[src/rtl/gelato_types_pkg.sv]
// Shared scheduler types: per-warp lifecycle states, the instruction word,
// and a round-robin wrap helper.
`ifndef WARP_NUM
`define WARP_NUM 4
`endif

package gelato_types;

    localparam int WARP_ID_W = $clog2(`WARP_NUM);

    typedef enum logic [1:0] {
        WARP_INACTIVE = 2'd0,
        WARP_ACTIVE   = 2'd1,
        WARP_PENDING  = 2'd2
    } warp_state_e;

    typedef struct packed {
        logic [7:0] opcode;
        logic [4:0] rd;
        logic [4:0] rs1;
        logic [4:0] rs2;
        logic [8:0] imm;
    } inst_t;

    // Index k positions after base in a ring of n entries.
    function automatic int rr_wrap(input int base, input int k, input int n);
        return (base + k) % n;
    endfunction

endpackage

[src/rtl/gelato_rr_arbiter.sv]
// Combinational round-robin arbiter: the first requester after ptr wins,
// wrapping modulo N. gnt is suppressed when en is low; any ignores en.
module gelato_rr_arbiter
    import gelato_types::*;
#(
    parameter int N  = 4,
    parameter int IW = (N > 1) ? $clog2(N) : 1
) (
    input  logic [N-1:0]  req,
    input  logic [IW-1:0] ptr,
    input  logic          en,
    output logic [N-1:0]  gnt,
    output logic [IW-1:0] gnt_idx,
    output logic          any
);

    logic          found;
    logic [IW-1:0] cand;

    always_comb begin
        found   = 1'b0;
        cand    = '0;
        gnt_idx = '0;
        for (int k = 1; k <= N; k++) begin
            cand = IW'(rr_wrap(int'(ptr), k, N));
            if (!found && req[cand]) begin
                found   = 1'b1;
                gnt_idx = cand;
            end
        end
        any = |req;
        gnt = (en && found) ? (N'(1) << gnt_idx) : '0;
    end

endmodule

[src/rtl/gelato_warp_scheduler.sv]
// Issue-side warp scheduler: round-robin pick of one eligible warp per cycle
// into a one-entry issue register. Optional perf counters: GELATO_SCHED_PERF_EN.
`ifndef WARP_NUM
`define WARP_NUM 4
`endif

module gelato_warp_scheduler
    import gelato_types::*;
#(
    parameter int WARP_NUM  = `WARP_NUM,
    parameter int WARP_ID_W = $clog2(WARP_NUM)
) (
    input  logic                  clk,
    input  logic                  rst,
    input  logic                  rdy,
    input  logic                  launch_valid,
    input  logic [WARP_ID_W-1:0]  launch_warp,
    input  logic [WARP_NUM-1:0]   buf_valid,
    input  inst_t [WARP_NUM-1:0]  buf_inst,
    output logic [WARP_NUM-1:0]   buf_caught,
    output logic                  issue_valid,
    input  logic                  issue_ready,
    output inst_t                 issue_inst,
    output logic [WARP_ID_W-1:0]  issue_warp,
    input  logic                  commit_valid,
    input  logic [WARP_ID_W-1:0]  commit_warp,
    input  logic                  commit_exit,
    output logic [WARP_NUM-1:0]   warp_active,
    output logic [31:0]           perf_issue_cnt,
    output logic [31:0]           perf_stall_cnt
);

    logic [WARP_NUM-1:0]  eligible;
    logic [WARP_NUM-1:0]  gnt;
    logic [WARP_ID_W-1:0] gnt_idx;
    logic                 any_eligible;
    logic                 slot_free;
    logic                 select;

    logic                 issue_valid_reg;
    inst_t                issue_inst_reg;
    logic [WARP_ID_W-1:0] issue_warp_reg;
    logic [WARP_ID_W-1:0] rr_ptr_reg;

    assign slot_free  = !issue_valid_reg || issue_ready;
    assign select     = rdy && slot_free && any_eligible;
    assign buf_caught = gnt;

    gelato_rr_arbiter #(.N(WARP_NUM), .IW(WARP_ID_W)) u_arb (
        .req     (eligible),
        .ptr     (rr_ptr_reg),
        .en      (rdy && slot_free),
        .gnt     (gnt),
        .gnt_idx (gnt_idx),
        .any     (any_eligible)
    );

    // Launch only lands on INACTIVE and commit only on PENDING, so at most one
    // of launch/select/commit is legal for a given warp in any cycle.
    genvar gi;
    generate
        for (gi = 0; gi < WARP_NUM; gi++) begin : g_warp
            warp_state_e state_reg;

            always_ff @(posedge clk or posedge rst) begin
                if (rst) begin
                    state_reg <= WARP_INACTIVE;
                end else begin
                    case (state_reg)
                        WARP_INACTIVE:
                            if (launch_valid && launch_warp == WARP_ID_W'(gi))
                                state_reg <= WARP_ACTIVE;
                        WARP_ACTIVE:
                            if (select && gnt[gi])
                                state_reg <= WARP_PENDING;
                        WARP_PENDING:
                            if (commit_valid && commit_warp == WARP_ID_W'(gi))
                                state_reg <= commit_exit ? WARP_INACTIVE : WARP_ACTIVE;
                        default:
                            state_reg <= WARP_INACTIVE;
                    endcase
                end
            end

            assign eligible[gi]    = (state_reg == WARP_ACTIVE) && buf_valid[gi];
            assign warp_active[gi] = (state_reg != WARP_INACTIVE);
        end
    endgenerate

    // Payload is held whenever the slot is occupied and not accepted.
    always_ff @(posedge clk or posedge rst) begin
        if (rst) begin
            issue_valid_reg <= 1'b0;
            issue_inst_reg  <= '0;
            issue_warp_reg  <= '0;
            rr_ptr_reg      <= WARP_ID_W'(WARP_NUM - 1);
        end else if (slot_free) begin
            if (select) begin
                issue_valid_reg <= 1'b1;
                issue_inst_reg  <= buf_inst[gnt_idx];
                issue_warp_reg  <= gnt_idx;
                rr_ptr_reg      <= gnt_idx;
            end else begin
                issue_valid_reg <= 1'b0;
            end
        end
    end

    assign issue_valid = issue_valid_reg;
    assign issue_inst  = issue_inst_reg;
    assign issue_warp  = issue_warp_reg;

`ifdef GELATO_SCHED_PERF_EN
    logic [31:0] perf_issue_cnt_reg;
    logic [31:0] perf_stall_cnt_reg;

    always_ff @(posedge clk or posedge rst) begin
        if (rst) begin
            perf_issue_cnt_reg <= '0;
            perf_stall_cnt_reg <= '0;
        end else begin
            if (issue_valid_reg && issue_ready)
                perf_issue_cnt_reg <= perf_issue_cnt_reg + 32'd1;
            if (issue_valid_reg && !issue_ready)
                perf_stall_cnt_reg <= perf_stall_cnt_reg + 32'd1;
        end
    end

    assign perf_issue_cnt = perf_issue_cnt_reg;
    assign perf_stall_cnt = perf_stall_cnt_reg;
`else
    assign perf_issue_cnt = '0;
    assign perf_stall_cnt = '0;
`endif

endmodule

[config.mk]
export PLATFORM = sky130hd
export DESIGN_NAME = gelato_warp_scheduler
export DESIGN_NICKNAME = d
export VERILOG_FILES = /design/src/rtl/gelato_types_pkg.sv /design/src/rtl/gelato_rr_arbiter.sv /design/src/rtl/gelato_warp_scheduler.sv
export SDC_FILE = /design/constraint.sdc
export NUM_CORES = 1
export LEC_CHECK = 0
export ABC_AREA = 1
export BUFFER_PORTS_ARGS = -buffer_cell sky130_fd_sc_hd__buf_2
export CELL_PAD_IN_SITES_DETAIL_PLACEMENT = 0
export CELL_PAD_IN_SITES_GLOBAL_PLACEMENT = 2
export CORE_UTILIZATION = 20
export CTS_CLUSTER_SIZE = 12
export DETAILED_ROUTE_END_ITERATION = 16
export PLACE_DENSITY_LB_ADDON = 0.1
export SETUP_SLACK_MARGIN = 0.02
export SYNTH_ARGS = -nofsm -noshare
export SYNTH_HDL_FRONTEND = slang
export SYNTH_SLANG_ARGS = --single-unit
[constraint.sdc]
create_clock -name clk -period 2.9 [get_ports clk]
set_input_delay 0.435 -clock clk [delete_from_list [all_inputs] [get_ports clk]]
set_output_delay 0.435 -clock clk [all_outputs]
set_load 0.01 [all_outputs]
==> results by group, run 1 <==
Outcome
  • Outcome: complete, no violations

Placement
  • DP Wirelength: 11290 um
  • IO Port Bufs: 185
  • Cell Count Post-Placement: 1086
  • Gpl congestion: 0.7938

STA
  • Slew Viols, Final: 0
  • Fin crit period: 2668 ps
  • Fin crit share: 91.99%
  • Slew margin rel.: 52.07%
  • Least-Margin Pin Slew: 719.0 ps
  • RSZ-0062 raised after global routing: true
  • Fmax: 0.3748 GHz
  • Setup_tns: 0 ps
  • Final Hold Vio Count: 0
  • Setup Skew: 5.418 ps
  • WHS: 134.8 ps
  • Setup violators final: 0

Worst setup path
  • Crit path launch type: flip-flop
  • Worst EP arrival: 2910 ps
  • Worst r2r src: rr_ptr_reg[1]
  • Critical Path Source: rr_ptr_reg[1]
  • CP required: 3140 ps
  • WS Path Type: reg -> reg
  • Crit. End Element: flip-flop
  • Peak fanout along the critical path: 64

Clock network
  • Root Driver: clkbuf_16
  • CTS Buf Count: 5
  • Post-CTS Hold Fix Bufs: 0
  • Clock buffer depth: 2
  • Clk_lat worst skew: 300 ps
  • H-tree Lvls: 2
  • Clock Sinks: 45
  • Clock-pin slew on the worst setup and hold paths: 70 ps
  • CTS tree: built

Global route
  • Largest net degree at the start of global routing: 65
  • Total gr overflow: 0
  • First-pass GRT wire length: 22380 um
  • Overall global routing resource usage: 14.35%
  • Initial antenna violation count: 0
  • Vias in the first global route: 4158

Power
  • VDD IR max: 0.7188 mV
  • PwrDens: 1436 nW/um^2
  • P_leak: 3.156 nW
  • Pwr Total: 7.285 mW

Final layout
  • Largest register FFs: 32
  • Layout Cells excl Fill: 1097
  • Area delta synth->final: 26.60%
  • Commonest non-fill, non-tap cell in the layout: nand2_1
  • Antenna Cells: 0
  • Layout net count: 974
  • Final Util: 25.98%
  • Filler cell count: 2318
  • Share of cells above drive strength 1: 27.52%
  • Most frequent cells in the layout: nand2_1, buf_2, nand3_1

Routing
  • Vias/cell: 4.025
  • DRC viols: 0
  • Antenna Nets Post-Route: 0
  • Drt pass-1 iters: 4
  • WL final: 15140 um
  • Via Count: 4415
  • Iteration-0 DRC Markers: 260
  • WL/cell: 13.80 um

Synthesis
  • Library cells used by synthesis: 30
  • Register area share after synthesis: 28.16%
  • Adder-cell share of the synthesized area: 0%
  • Simple-Gate Fraction of Synth Area: 48.55%
  • Synthesis-stage register bit count: 45
  • Largest family of logic cells by synthesized area: simple AND/OR/NAND/NOR gates
  • Cells after synthesis: 660
  • Xor/xnor cell area share of the yosys netlist: 0%
  • Mux share of post-synthesis cell area: 0%
  • Average size of a mapped cell: 6.072 um^2
  • Yosys Warn Count: 0
  • Synth Area in Compound Gates: 2.560%
  • Mapped Area: 4008 um^2

Flow run
  • MaxCap Viol Count: 0

Die
  • # rows: 51
  • Die Footprint: 20610 um^2
  • Die Height: 143.6 um
  • Die W: 143.6 um
  • Core Region: 19530 um^2
  • Ports: 250
  • Initial Util: 20.52%

Hold path
  • HP Class: in -> async
-- final timing paths --
check                                 endpoint  cells after the start  slack [ps]
worst max-delay path            issue_inst[25]                     15         230
worst min-delay path            issue_inst[20]                      2         130
worst max register to register  issue_inst[25]                     15         230
worst min register to register   issue_inst[1]                      2         470
max in group asynchronous        rr_ptr_reg[1]                      3        2110
min in group clk                   issue_valid                      2         320
-- stage by stage --
stage / setup slack (ps) / area (um^2)
floorplan: 655.0 / 4244
global placement: 345.4 / 4878
detailed placement: 330.6 / 4878
CTS: 92.77 / 5025
global route: 5.060 / 5074
finish: 232.2 / 5074
-- synth_stat cells (all sizes together) --
cell	count	area, um^2
inv	26	97.60
a21boi	2	15.02
nor2	14	65.06
nand2	361	1368
clkinv	1	8.760
dfstp	2	52.55
o22a	1	8.760
nand3	87	445.4
a41oi	3	26.28
a31oi	2	12.51
nand4	4	31.28
buf	99	720.7
conb	1	3.750
nor4	1	6.260
or2	2	12.51
o21ai	5	25.02
nor3	2	10.01
nand3b	1	7.510
a21oi	3	15.01
dfrtp	43	1076
-- report_power, final --
part           internal (mW)  switching (mW)  total, mW
logic                   1.77            3.79       5.56
registers              0.941           0.181       1.12
clock network          0.345           0.263      0.608
-- worst max-delay path, cell delays in order (launching register included) --
cell and delay (ps):
dfstp_2 590, inv_1 120, nand2_1 90, nand2_2 80
nand3_1 120, nand2_2 90, inv_2 80, nand4_2 100
nand2_2 140, buf_4 600, nand3_1 160, nand2_1 200
nand2_1 70, nand2_1 60, nand2_1 40, nand2_1 50
-- timing repair --
action	in CTS	in global routing
buffers inserted	0	3
endpoints found under the setup margin	0	4
resized for setup	0	5
hold endpoints to repair	0	0
-- area by class of cell --
type | instances | area, um^2 | area share (%)
multi-input cells | 552 | 2318 | 45.70
flip-flops and latches | 45 | 1129 | 22.24
repair buffers | 200 | 1042 | 20.54
well taps | 265 | 331.6 | 6.535
clock buffers | 8 | 146.4 | 2.885
inverters | 27 | 106.4 | 2.096
-- routing by layer --
layer,up-vias,global-route usage [%],routed length (um)
li1,2269,-,-
met1,1987,18.70,7032
met2,153,23.81,6956
met3,6,3.399,1025
met4,0,3.303,126
met5,-,0,0
-- cell families (layout without fill, tap and decap cells) --
| kind of cell | after synthesis | in the layout |
|---|---|---|
| flops | 45 | 45 |
| simple gates | 472 | 472 |
| other cells | 1 | 64 |
| compound gates | 16 | 16 |
| buf+inv | 126 | 235 |
(Power assumes the default switching activity.)
==> run 2, diff against run 1 <==
ABC_AREA = 0   (was 1)
CORE_UTILIZATION = 21   (was 20)
clock period = 2.7 ns   (was 2.9 ns; I/O delays follow)
==> run 2 against run 1 <==
  * Routed wire length is 8.5% lower
  * Clock-buffer cell count fell by 1
  * Utilization is 3.1 points higher
  * Sequential share of layout area up 2.9 points
  * Flip-flop and latch count did not move
  * Via count down 20%
  * Design area fell by 12%
  * Non-clock buffer count increased by 2
  * Sequential power increased by 12%
  * Largest cell class unchanged
==> results by group, run 2 <==
Outcome
  • Outcome: complete, no violations (unchanged)

Synthesis
  • Synthesis-stage register bit count: 45 (unchanged)
  • Asr flop ratio synth: 100.0% (unchanged)
  • Predominant post-synthesis flop cell: dfrtp_1 (unchanged)
  • Number of synthesized flops with an enable pin: 0 (unchanged)
  • Cells after synthesis: 386 (was 660)
  • Most frequent cell after synthesis: buf_4 (was nand2_1)
  • Library cells used by synthesis: 51 (was 30)
  • Synth top area cells: dfrtp_1, buf_4, nand3_1, a221oi_1, a31oi_1 (was nand2_1, dfrtp_1, buf_4, nand3_1, buf_2)
  • Average size of a mapped cell: 8.739 um^2 (was 6.072 um^2)
  • Area share of the largest cell type after synthesis: 31.90% (was 33.34%)
  • Leading area contributor after synthesis: dfrtp_1 (was nand2_1)
  • Commonest cells post-synth: buf_4, nand3_1, dfrtp_1, nor2_1, a31oi_1 (was nand2_1, nand3_1, buf_4, dfrtp_1)
  • Yosys Warn Count: 0 (unchanged)
  • Mapped Area: 3373 um^2 (was 4008 um^2)
  • Register area share after synthesis: 33.46% (was 28.16%)

Power
  • Net switching power: 2.444 mW (was 4.233 mW)
  • Comb pwr share: 60.2% (was 76.3%)
  • Internal power: 2.598 mW (was 3.052 mW)
  • Sw frac: 48.48% (was 58.10%)
  • Share of power burned in registers: 24.8% (was 15.4%)
  • P_leak: 2.108 nW (was 3.156 nW)
  • VDD IR max: 0.4206 mV (was 0.7188 mV)
  • PwrDens: 1125 nW/um^2 (was 1436 nW/um^2)
  • Clk pwr share: 15.0% (was 8.3%)

Final layout
  • Largest register FFs: 32 (unchanged)
  • Footprint of the multi-input gates: 1821 um^2 (was 2318 um^2)
  • Antenna Cells: 0 (unchanged)
  • Commonest non-fill, non-tap cell in the layout: buf_2 (was nand2_1)
  • Most frequent cells in the layout: buf_2, conb_1, nand3_1 (was nand2_1, buf_2, nand3_1)
  • Layout net count: 707 (was 974)
  • Share of cells above drive strength 1: 41.42% (was 27.52%)
  • Layout Cells excl Fill: 776 (was 1097)
  • Filler cell count: 1745 (was 2318)
  • Area delta synth->final: 32.86% (was 26.60%)
  • Reg area: 1129 um^2 (unchanged)

Worst setup path
  • CP max stage cell: a22oi_1 (was buf_4)
  • WS Path Type: reg -> out (was reg -> reg)
  • CP Cell Sequence: nand3b_4 > a22oi_1 > o31ai_4 > and2_1 > buf_2 (was inv_1 > nand2_1 > nand2_2 > nand3_1 > nand2_2 > inv_2 > nand4_2 > nand2_2 > buf_4 > nand3_1 > nand2_1 > nand2_1 > nand2_1 > nand2_1 > nand2_1)
  • Worst EP arrival: 2070 ps (was 2910 ps)
  • Peak fanout along the critical path: 8 (was 64)
  • CP peak stage delay: 570 ps (was 600 ps)
  • Crit. End Element: output pin (was flip-flop)
  • Crit path buffers/inverters: 1 (was 3)
  • Crit path launch type: flip-flop (unchanged)
  • CP required: 2300 ps (was 3140 ps)
  • CP delay by family, top: compound AO/OA/AOI/OAI gates (was simple AND/OR/NAND/NOR gates)

Global route
  • Largest net degree at the start of global routing: 46 (was 65)
  • First-pass GRT wire length: 20440 um (was 22380 um)
  • Initial antenna violation count: 1 (was 0)
  • Overall global routing resource usage: 16.68% (was 14.35%)
  • Total gr overflow: 0 (unchanged)
  • Vias in the first global route: 3388 (was 4158)

Clock network
  • Clock Sinks: 45 (unchanged)
  • Post-CTS Hold Fix Bufs: 0 (unchanged)
  • Clock buffer depth: 2 (unchanged)
  • Clk_lat worst skew: 300 ps (about the same)
  • H-tree Lvls: 2 (unchanged)
  • CTS tree: built (unchanged)
  • Root Driver: clkbuf_16 (unchanged)
  • Clock-pin slew on the worst setup and hold paths: 70 ps (about the same)
  • CTS Buf Count: 5 (unchanged)

Routing
  • WL final: 13850 um (was 15140 um)
  • WL/cell: 17.85 um (was 13.80 um)
  • Vias/cell: 4.571 (was 4.025)
  • DRC viols: 0 (unchanged)
  • Via Count: 3547 (was 4415)
  • Iteration-0 DRC Markers: 173 (was 260)
  • Drt pass-1 iters: 4 (unchanged)
  • Antenna Nets Post-Route: 0 (unchanged)

STA
  • Setup_tns: 0 ps (unchanged)
  • Least-Margin Pin Slew: 1057 ps (was 719.0 ps)
  • RSZ-0062 raised after global routing: false (was true)
  • Setup violators final: 0 (unchanged)
  • Setup Skew: 5.949 ps (was 5.418 ps)
  • Final Hold Vio Count: 0 (unchanged)
  • Fmax: 0.4042 GHz
  • Fin crit share: 91.63%
  • Slew margin rel.: 29.10% (was 52.07%)
  • Fin crit period: 2474 ps
  • Slew Viols, Final: 0 (unchanged)

Die
  • Die Height: 128.7 um (was 143.6 um)
  • Initial Util: 21.87% (was 20.52%)
  • Ports: 250 (unchanged)
  • Die Footprint: 16570 um^2 (was 20610 um^2)
  • # rows: 45 (was 51)
  • Die W: 128.7 um (was 143.6 um)
  • Core Region: 15430 um^2 (was 19530 um^2)

Placement
  • IO Port Bufs: 185 (unchanged)
  • Gpl congestion: 0.7824 (was 0.7938)
  • Cell Count Post-Placement: 764 (was 1086)
  • DP Wirelength: 9923 um (was 11290 um)

Flow run
  • MaxCap Viol Count: 0 (unchanged)

Hold path
  • HP Class: in -> async (unchanged)
==> run 2: cell families (layout without fill, tap and decap cells) <==
logic type,Yosys count,after routing,share of synthesized area [%]
AO/OA/AOI/OAI,95,97,22.92
buffers and inverters,104,218,21.51
other,1,64,0.1112
flip-flops,45,45,33.46
multiplexers,1,1,0.2967
AND/OR/NAND/NOR,140,140,21.70
==> run 2: layer usage <==
| metal | part of all wire [%] | vias up | GRT usage [%] |
|---|---|---|---|
| met4 | 0.95 | 2 | 4.014 |
| met1 | 44 | 1697 | 22.14 |
| met2 | 47 | 171 | 26.74 |
| li1 | - | 1668 | - |
| met3 | 8.1 | 9 | 4.615 |
| met5 | 0.094 | - | 0 |
==> run 2: final timing paths <==
kind	slack, ps	depth (start not counted)	end	startpoint
setup reg to reg	280	5	issue_inst[3]	rr_ptr_reg[0]
min in group clk	360	3	issue_inst[27]	buf_inst[27]
setup / recovery	230	5	buf_caught[1]	g_warp[2].state_reg[1]
hold / removal	130	3	issue_inst[30]	rst
hold reg to reg	520	1	issue_warp[1]	issue_warp[1]
max in group asynchronous	2260	3	rr_ptr_reg[0]	rst
==> run 2: per-stage QoR <==
step	setup slack [ps]	util, %	total power, mW	area, um^2	hold WS [ps]
finish	225.9	29.05	5.042	4482	129.5
detailed placement	60.39	27.64	4.232	4264	474.9
global route	86.51	29.05	5.478	4482	167.1
global placement	101.5	27.64	4.204	4264	472.8
floorplan	812.5	-	3.296	3610	473.8
CTS	28.95	28.99	5.106	4473	140.8
==> run 2: layout make-up <==
type                       instances  share of cell area [%]
inverter                           8                  0.6700
multi-input combinational        302                   40.62
timing repair buffer             202                   23.79
tap                              211                   5.891
clock buffer                       7                   3.183
clock inverter                     1                  0.6700
sequential                        45                   25.18
==> run 2: power by group through the flow <==
| stage | clock, mW | sequential (mW) | combinational, mW |
|---|---|---|---|
| after floorplan | 0 | 1.34 | 1.96 |
| after CTS | 0.789 | 1.25 | 3.06 |
| final | 0.756 | 1.25 | 3.03 |
| after detailed placement | 0 | 1.27 | 2.97 |
| after global placement | 0 | 1.25 | 2.95 |
| after global routing | 0.820 | 1.30 | 3.36 |
==> run 2: worst min-delay path, stage by stage <==
cell and delay, ps:
buf_2 100, inv_2 60, buf_12 250
==> run 2: repair_timing <==
| action | in CTS | in global routing |
|---|---|---|
| resized for setup | 1 | 1 |
| gates cloned | 2 | 0 |
| buffers inserted | 1 | 1 |
| endpoints found under the setup margin | 2 | 3 |
| pin swaps | 2 | 1 |
